===== config.mk =====
export PLATFORM = sky130hd
export DESIGN_NAME = ca_ps_sequencer
export DESIGN_NICKNAME = d
export VERILOG_FILES = /design/src/rtl/ca_ps_sequencer.sv
export SDC_FILE = /design/constraint.sdc
export NUM_CORES = 1
export LEC_CHECK = 0
export CORE_ASPECT_RATIO = 0.9
export CORE_MARGIN = 3
export CORE_UTILIZATION = 53
export CTS_CLUSTER_SIZE = 20
export DETAILED_ROUTE_END_ITERATION = 10
export PLACE_DENSITY = 0.79
export SYNTH_ARGS = -nofsm -noshare
export SYNTH_HDL_FRONTEND = slang
export SYNTH_SLANG_ARGS = --single-unit
export TNS_END_PERCENT = 30

===== constraint.sdc =====
create_clock -name clk -period 2.6 [get_ports clk]
set_input_delay 0.39 -clock clk [delete_from_list [all_inputs] [get_ports clk]]
set_output_delay 0.39 -clock clk [all_outputs]
set_load 0.02 [all_outputs]

===== src/rtl/ca_ps_sequencer.sv =====
// Cathode-anode power-supply start-up/shut-down sequencer.
// Orders fan and PS enable, supervises faults, latches trips, locks out.
module ca_ps_sequencer #(
  parameter int FAN_TIMEOUT    = 640,
  parameter int SETTLE_TICKS   = 256,
  parameter int DELAY_TICKS    = 3840,
  parameter int COOLDOWN_TICKS = 1920,
  parameter int MAX_RETRY      = 3
) (
  input  logic       clk,
  input  logic       reset,
  input  logic       i_tick,
  input  logic       i_start_req,
  input  logic       i_stop_req,
  input  logic       i_fault_ack,
  input  logic       i_interlock_ok,
  input  logic       i_fan_ok,
  input  logic       i_g1_ok,
  input  logic       i_i_high,
  input  logic       i_u_low,
  output logic       o_fan_on,
  output logic       o_ps_act,
  output logic       o_ca_delay,
  output logic       o_ca_ok,
  output logic       o_tripped,
  output logic       o_lockout,
  output logic [2:0] o_state,
  output logic [2:0] o_fault_code,
  output logic [2:0] o_retry_cnt
);

  localparam int MAX_AB =
    (FAN_TIMEOUT > SETTLE_TICKS) ? FAN_TIMEOUT : SETTLE_TICKS;
  localparam int MAX_CD =
    (DELAY_TICKS > COOLDOWN_TICKS) ? DELAY_TICKS : COOLDOWN_TICKS;
  localparam int MAX_TICKS = (MAX_AB > MAX_CD) ? MAX_AB : MAX_CD;
  localparam int TW = $clog2(MAX_TICKS) + 1;

  typedef enum logic [2:0] {
    IDLE       = 3'd0,
    FAN_START  = 3'd1,
    PS_SETTLE  = 3'd2,
    RAMP_DELAY = 3'd3,
    RUN        = 3'd4,
    SHUTDOWN   = 3'd5,
    TRIP       = 3'd6,
    LOCKOUT    = 3'd7
  } state_t;

  state_t        state;
  state_t        nxt_state;
  logic [TW-1:0] timer;
  logic [2:0]    flt;
  logic [2:0]    cause;
  logic          fan_exp;
  logic          settle_exp;
  logic          delay_exp;
  logic          cool_exp;
  logic          run_clean;
  logic          trip_entry;
  logic          nxt_fan;
  logic          nxt_ps;
  logic          nxt_dly;
  logic          nxt_ok;
  logic          nxt_trip;
  logic          nxt_lock;

  assign fan_exp    = (timer >= TW'(FAN_TIMEOUT));
  assign settle_exp = (timer >= TW'(SETTLE_TICKS));
  assign delay_exp  = (timer >= TW'(DELAY_TICKS));
  assign cool_exp   = (timer >= TW'(COOLDOWN_TICKS));
  assign trip_entry = (nxt_state == TRIP) && (state != TRIP);
  assign run_clean  = (state == RUN) && delay_exp;

  // Prioritised run-time fault code for the supervised states.
  always_comb begin
    flt = 3'd0;
    if (state inside {FAN_START, PS_SETTLE, RAMP_DELAY, RUN}) begin
      if (!i_interlock_ok)
        flt = 3'd2;
      else if (state != FAN_START && (!i_fan_ok || !i_g1_ok))
        flt = 3'd3;
      else if ((state inside {RAMP_DELAY, RUN}) && i_i_high)
        flt = 3'd4;
      else if (state == RUN && i_u_low)
        flt = 3'd5;
    end
    cause = flt;
    if (flt == 3'd0 && state == FAN_START && fan_exp)
      cause = 3'd1;
  end

  // Next-state selection; faults beat stop and timer expiry.
  always_comb begin
    nxt_state = state;
    case (state)
      IDLE:
        if (i_start_req && !i_stop_req && i_interlock_ok)
          nxt_state = FAN_START;
      FAN_START:
        if (cause != 3'd0)
          nxt_state = TRIP;
        else if (i_stop_req)
          nxt_state = SHUTDOWN;
        else if (i_fan_ok && i_g1_ok)
          nxt_state = PS_SETTLE;
      PS_SETTLE:
        if (cause != 3'd0)
          nxt_state = TRIP;
        else if (i_stop_req)
          nxt_state = SHUTDOWN;
        else if (settle_exp)
          nxt_state = RAMP_DELAY;
      RAMP_DELAY:
        if (cause != 3'd0)
          nxt_state = TRIP;
        else if (i_stop_req)
          nxt_state = SHUTDOWN;
        else if (delay_exp)
          nxt_state = RUN;
      RUN:
        if (cause != 3'd0)
          nxt_state = TRIP;
        else if (i_stop_req)
          nxt_state = SHUTDOWN;
      SHUTDOWN:
        if (cool_exp)
          nxt_state = IDLE;
      TRIP:
        if (o_retry_cnt >= 3'(MAX_RETRY))
          nxt_state = LOCKOUT;
        else if (i_fault_ack && i_interlock_ok)
          nxt_state = IDLE;
      LOCKOUT:
        nxt_state = LOCKOUT;
      default:
        nxt_state = IDLE;
    endcase
  end

  // Output decode of the upcoming state, registered below.
  always_comb begin
    nxt_fan  = 1'b0;
    nxt_ps   = 1'b0;
    nxt_dly  = 1'b0;
    nxt_ok   = 1'b0;
    nxt_trip = 1'b0;
    nxt_lock = 1'b0;
    unique case (1'b1)
      (nxt_state == FAN_START): nxt_fan = 1'b1;
      (nxt_state == PS_SETTLE): begin
        nxt_fan = 1'b1;
        nxt_ps  = 1'b1;
      end
      (nxt_state == RAMP_DELAY): begin
        nxt_fan = 1'b1;
        nxt_ps  = 1'b1;
        nxt_dly = 1'b1;
      end
      (nxt_state == RUN): begin
        nxt_fan = 1'b1;
        nxt_ps  = 1'b1;
        nxt_ok  = 1'b1;
      end
      (nxt_state == SHUTDOWN): nxt_fan  = 1'b1;
      (nxt_state == TRIP):     nxt_trip = 1'b1;
      (nxt_state == LOCKOUT):  nxt_lock = 1'b1;
      default: ;
    endcase
  end

  // State register.
  always_ff @(posedge clk) begin
    if (reset)
      state <= IDLE;
    else
      state <= nxt_state;
  end

  // Tick timer, cleared on every state change, saturating.
  always_ff @(posedge clk) begin
    if (reset)
      timer <= '0;
    else if (nxt_state != state)
      timer <= '0;
    else if (i_tick && timer != '1)
      timer <= timer + 1'b1;
  end

  // Registered drive and status outputs.
  always_ff @(posedge clk) begin
    if (reset) begin
      o_fan_on   <= 1'b0;
      o_ps_act   <= 1'b0;
      o_ca_delay <= 1'b0;
      o_ca_ok    <= 1'b0;
      o_tripped  <= 1'b0;
      o_lockout  <= 1'b0;
    end else begin
      o_fan_on   <= nxt_fan;
      o_ps_act   <= nxt_ps;
      o_ca_delay <= nxt_dly;
      o_ca_ok    <= nxt_ok;
      o_tripped  <= nxt_trip;
      o_lockout  <= nxt_lock;
    end
  end

  // Trip bookkeeping: latch cause, count trips, forgive after clean run.
  always_ff @(posedge clk) begin
    if (reset) begin
      o_fault_code <= 3'd0;
      o_retry_cnt  <= 3'd0;
    end else if (trip_entry) begin
      o_fault_code <= cause;
      if (o_retry_cnt != 3'd7)
        o_retry_cnt <= o_retry_cnt + 3'd1;
    end else if (run_clean) begin
      o_retry_cnt <= 3'd0;
    end
  end

  assign o_state = state;

endmodule


==> flow_metrics.tcl, run 1 <==
set metrics [dict create \
    netlist_area_um2 1704 \
    power_uw 2428 \
    clk_latency_ps 340 \
    die_w_um 65.77 \
    num_rows 18 \
    hpwl_um 3135 \
    grt_pass1_wl_um 6699 \
    hold_violations 0 \
    netlist_top_cells_area "dfxtp_1 33%, nor3_2 5.9%, nor3_1 4.1%" \
    areaGrowthSynthToFinish_pct 24.60 \
    yosysSeqAreaShare 0.3289 \
    antenna_cells 0 \
    ir_drop_mv 0.9976 \
    grt_antenna_before_repair 0 \
    dpl-instance-area_um2 2071 \
    cellPowerDensity_nw_per_um2 1143 \
    num-nets-final 255 \
    critPathCaptureType "register" \
    finClkSkew_ps 8.858 \
    wirelength_um 4081 \
    p_comb_frac 0.635 \
    gr-total-overflow 0 \
    ys_ff_latch 28 \
    min_path_cells 2 \
    worst_slew_pin_slew_ps 563.0 \
    cts_buffers 3 \
    routedWlPerCell_um 14.68 \
    p_switching_uw 1054 \
    clk_path_buf_depth 2 \
    worstPathArrival_ps 2670 \
    async_reset_ff_frac 0 \
    ys_warn_count 0 \
    p_clk_frac 0.120 \
    drv_slew 0 \
    chipHeight_um 59.80 \
    worstSetupPathType "reg2reg" \
    ys.flop_type "dfxtp_1" \
    critPathMaxFanout 9 \
    internal-power_uw 1374 \
    fin_crit_ps 2388 \
    post-route-drc-count 0 \
    stdcell_count 278 \
    first_global_vias 1500 \
    synth_nets 220 \
    cts.sinks 28 \
    leakage_uw 0.0007872 \
    synth_top_area_share 0.3289 \
    cts_tree "built" \
    synth_cells 204 \
    fin_area_um2 2123 \
    max_clock_freq_mhz 418.7 \
    cts_root_buffer "clkbuf_4" \
    htreeDepth 1 \
    netlist-cell-type-count 56 \
    firstDrtPassIters 5 \
    synth-edff-count 0 \
    post_cts_buffers 0 \
    maxSlewHeadroom 0.6224 \
    initial_core_util 0.5866 \
    avgSynthCellArea_um2 8.354 \
    grt_usage 0.2183 \
    portBuffers 25 \
    cp.required_ps 2880 \
    timing.hold.ws_ps 465.6 \
    post-route-util 0.7308 \
    vias_per_cell 5.960 \
    status "finished, final reports clean" \
    p_sw_frac 0.4340 \
    clkTransAtPathRegs_ps 160 \
    drt-initial-drc-count 167 \
    final_antenna_net_count 0 \
    rsz0062_at_grt "false" \
    worst_setup_path_start_kind "register" \
    p_seq_frac 0.245 \
    rr_worst_depth 7 \
    hold_path_class "reg2reg" \
    drv_cap 0 \
    finalSetupViolCount 0 \
    synth_area_leader_cell "dfxtp_1" \
    grt_max_degree 17 \
    ctsHoldBuffers 0 \
    fp.dieArea_um2 3933 \
    drive_gt1_frac 0.1639 \
    pin_count 26 \
    finalCritPeriodShare 0.9186 \
    gp_congestion 0.9089 \
    vias 1657 \
    core_um2 2905 \
    cts-resized-gates 0 \
    dp_cells 274 \
]
==> per-stage QoR <==
stage / setup WS (ps) / TNS [ps]
after CTS: 262.9 / 0
final: 211.7 / 0
after floorplan: 336.8 / 0
after global placement: -20.74 / -42.67
after detailed placement: -75.52 / -729.0
after global routing: 111.4 / 0
==> cell usage after synthesis, types with 2 or more instances <==
| master | number |
|---|---|
| dfxtp_1 | 28 |
| nor2_1 | 17 |
| nand2_1 | 16 |
| nor3_1 | 14 |
| inv_1 | 12 |
| o21ai_0 | 11 |
| a21oi_1 | 10 |
| nor3_2 | 10 |
| nand3_1 | 7 |
| xnor2_1 | 7 |
| clkbuf_1 | 5 |
| ha_1 | 5 |
| nand4_1 | 5 |
| xor2_1 | 5 |
| a31oi_1 | 3 |
| a211o_1 | 2 |
| a211oi_1 | 2 |
| a21o_1 | 2 |
| buf_4 | 2 |
| buf_6 | 2 |
| nor4_1 | 2 |
| o22ai_1 | 2 |
| or4_1 | 2 |
==> state kept, by name, summed over array words and instances, names as in the netlist <==
| signal | cells |
|---|---|
| o_ca_delay | 1 |
| o_state | 3 |
| o_fault_code | 3 |
| o_ps_act | 1 |
| o_tripped | 1 |
| o_fan_on | 1 |
| o_lockout | 1 |
| o_retry_cnt | 3 |
| o_ca_ok | 1 |
| timer | 13 |
==> layer usage <==
| metal | share of wire | vias to the layer above | GRT usage |
|---|---|---|---|
| li1 | - | 806 | - |
| met1 | 0.47 | 783 | 0.2869 |
| met2 | 0.45 | 62 | 0.3657 |
| met3 | 0.067 | 6 | 0.05075 |
| met4 | 0.014 | 0 | 0.04734 |
| met5 | 0 | - | 0 |
==> critical path, cell delays in order, from the launching register on <==
cell and delay (ps):
dfxtp_1 540, or3b_2 520, a21oi_1 240, or4_1 280, buf_4 170, nor4_4 40, or4_4 440, nor2_1 100
==> worst paths after layout <==
path,end,slack [ps],startpoint
worst max-delay path,o_ca_delay,210,o_state[0]
worst min register to register,o_fault_code[1],470,o_fault_code[1]
worst min-delay path,o_fault_code[1],470,o_fault_code[1]
worst max register to register,o_ca_delay,210,o_state[0]
==> cells in the final DEF, fill, tap and decap left out, drive strengths merged, types with 2 or more instances in the layout <==
cell type	synthesis	layout
a211o	2	2
a31oi	3	3
xnor2	8	8
nand4	5	5
a211oi	3	3
a21o	2	2
nand3	7	7
nor3	24	24
or3b	2	2
clkbuf	6	3
a21oi	10	10
o22ai	2	2
o21ai	11	11
xor2	5	5
dfxtp	28	28
or4	3	3
clkdlybuf4s50	0	25
nor4	3	3
buf	5	16
ha	5	5
o21a	2	2
inv	12	12
nand2	16	16
nor2	18	18
==> cells by family (layout without fill, tap and decap cells) <==
logic type / Yosys count / after routing / synth area share
buffers and inverters: 23 / 57 / 0.06534
adder cells (fa/ha/maj): 5 / 5 / 0.03671
XOR/XNOR: 13 / 13 / 0.07122
flip-flops: 28 / 28 / 0.3289
multiplexers: 2 / 2 / 0.01248
AO/OA/AOI/OAI: 46 / 46 / 0.1850
AND/OR/NAND/NOR: 87 / 87 / 0.3003
==> cell type report <==
class | instances | area, um^2
multi-input cells | 153 | 1032
inverters | 12 | 45.04
flip-flops and latches | 28 | 560.5
well taps | 40 | 50.05
repair buffers | 41 | 382.9
clock buffers | 3 | 22.52
fillers | 231 | 782.0
clock inverters | 1 | 30.03
==> power by group through the flow <==
stage	logic, uW	registers, uW	clock network (uW)
after global routing	1670	607	316
after floorplan	930	673	0
after detailed placement	1530	603	0
final	1540	595	290
after global placement	1500	597	0
after CTS	1540	593	296
Note: power is estimated with default switching activity, not from simulation.
==> inputs of run 2 (changes only) <==
- CAP_MARGIN: unset -> 5
- CORE_UTILIZATION: 53 -> 50
- PLACE_DENSITY: 0.79 -> 0.75
- SETUP_SLACK_MARGIN: unset -> 0.02
==> run 2 against run 1 <==
Net effect: register-to-register slack gained 80 ps; clock skew shrank 5.6 ps; sequential share of layout area shrank 0.26 points; fmax shrank 0.79%; routed wire length shrank 0.59%; worst hold slack gained 11 ps; cell count grew 0.72%; die area grew 5.4%; highest routed layer unchanged.
==> flow_metrics.tcl, run 2 (same netlist as run 1, synthesis figures left out) <==
set metrics [dict create \
    hold_path_class "reg2reg" \
    wirelength_um 4057 \
    finClkSkew_ps 3.289 \
    met2_length_um 1833 \
    wl_met3_um 253 \
    vias 1597 \
    fin_area_um2 2145 \
    gp_congestion 0.9939 \
    path_cells "clkdlybuf4s50_1, and2_1, a21oi_1, or4_1, o21a_1, or4_4, nand3_1" \
    worstSetupPathType "in2reg" \
    ctsHoldBuffers 0 \
    drive_gt1_frac 0.1639 \
    drv_cap 0 \
    grt_pass1_wl_um 6775 \
    cts_tree "built" \
    cts_buffers 3 \
    post-route-util 0.6783 \
    portBuffers 25 \
    post_cts_buffers 0 \
    final_antenna_net_count 0 \
    final_common_cell "dfxtp_1" \
    fin_crit_ps 2407 \
    rr_worst_depth 6 \
    cellPowerDensity_nw_per_um2 1164 \
    clk_path_buf_depth 2 \
    cts_root_buffer "clkbuf_8" \
    dpl-instance-area_um2 2073 \
    firstDrtPassIters 4 \
    clk_latency_ps 280 \
    wl_met1_um 1934 \
    worst_setup_path_start_kind "input port" \
    chipHeight_um 61.39 \
    critPathMaxFanout 5 \
    finalCritPeriodShare 0.9259 \
    num-nets-final 255 \
    hpwl_um 3139 \
    status "finished, final reports clean" \
    num_rows 19 \
    drv_slew 0 \
    min_path_cells 2 \
    die_w_um 67.54 \
    maxSlewHeadroom 0.6360 \
    gr-total-overflow 0 \
    hold_violations 0 \
    critPathCaptureType "register" \
    vias_per_cell 5.704 \
    finalSetupViolCount 0 \
    leakage_uw 0.0007948 \
    crit_buf_inv 1 \
    post-route-drc-count 0 \
    grt_antenna_before_repair 0 \
    largest_reg_flops 13 \
    drt-initial-drc-count 195 \
    first_global_vias 1476 \
    htreeDepth 1 \
    pin_count 26 \
    mostFrequentLayoutCells "28 x dfxtp_1, 25 x clkdlybuf4s50_1, 17 x nor2_1" \
    regMostFlops "timer" \
    ir_drop_mv 0.9824 \
    max_clock_freq_mhz 415.4 \
    critical_path.top_delay_family "simple AND/OR/NAND/NOR gates" \
    worstPathArrival_ps 2630 \
    areaGrowthSynthToFinish_pct 25.84 \
    routedWlPerCell_um 14.49 \
    cp_num_cells 7 \
    cts-resized-gates 0 \
    slowest_delay_ps 640 \
    core_um2 3162 \
    cts.sinks 28 \
    grt_usage 0.2131 \
    initial_core_util 0.5390 \
    fp.dieArea_um2 4146 \
    antenna_cells 0 \
    clkTransAtPathRegs_ps 90 \
    crit_slowest_cell "or4_1" \
    maxUsedRoutingLayer "met4" \
    rsz0062_at_grt "false" \
    cp.required_ps 2820 \
    worst_slew_pin_slew_ps 542.7 \
    r2r_slack_ps 290 \
    grt_max_degree 19 \
]
## run 2: changes by cell type in the layout (fill, tap and decap cells not counted)
cell and change:
clkbuf_8 +3, clkbuf_4 -3
## run 2: final timing paths
check,start,endpoint
setup / recovery,i_fan_ok,o_fan_on
hold reg to reg,o_fault_code[1],o_fault_code[1]
setup reg to reg,o_state[2],o_fan_on
hold / removal,o_fault_code[1],o_fault_code[1]
## run 2: per-stage QoR
step / std cells / TNS [ps] / hold WS, ps / power [uW] / setup slack [ps]
after floorplan: 204 / 0 / 512.3 / 1603 / 336.8
after global placement: 276 / -69.12 / 445.2 / 2112 / -23.26
after detailed placement: 276 / -904.2 / 465.3 / 2156 / -81.36
after CTS: 280 / 0 / 477.5 / 2501 / 194.4
after global routing: 280 / 0 / 508.5 / 2660 / 89.91
final: 280 / 0 / 476.4 / 2495 / 192.6
## run 2: metal layers
layer  global-route usage  up-vias
li1                     -      802
met1               0.2918      747
met2               0.3481       43
met3              0.04015        5
met4              0.05202        0
met5                    0        -
## run 2: cell type report
cell class                 count  area, um^2
tap                           42       52.55
clock inverter                 1       30.03
timing repair buffer          41       382.9
fill                         247        1017
multi-input combinational    153        1032
inverter                      12       45.04
clock buffer                   3       41.29
sequential                    28       560.5
## run 2: where the power goes
group	total (uW)	leakage, uW	switching (uW)	internal, uW
registers	598	0.000228	83.0	515
clock network	342	0.0000357	136	206
logic	1560	0.000532	849	706
## run 2: worst min-delay path, cell delays in order, from the launching register on
cell and delay [ps]:
dfxtp_1 320, nand2_1 60, a21oi_1 50
==> inputs of run 3 (changes only) <==
- GPL_TIMING_DRIVEN: unset -> 1
==> results of run 3 <==
No change in the layout: final DEF, timing and power equal those of run 2.
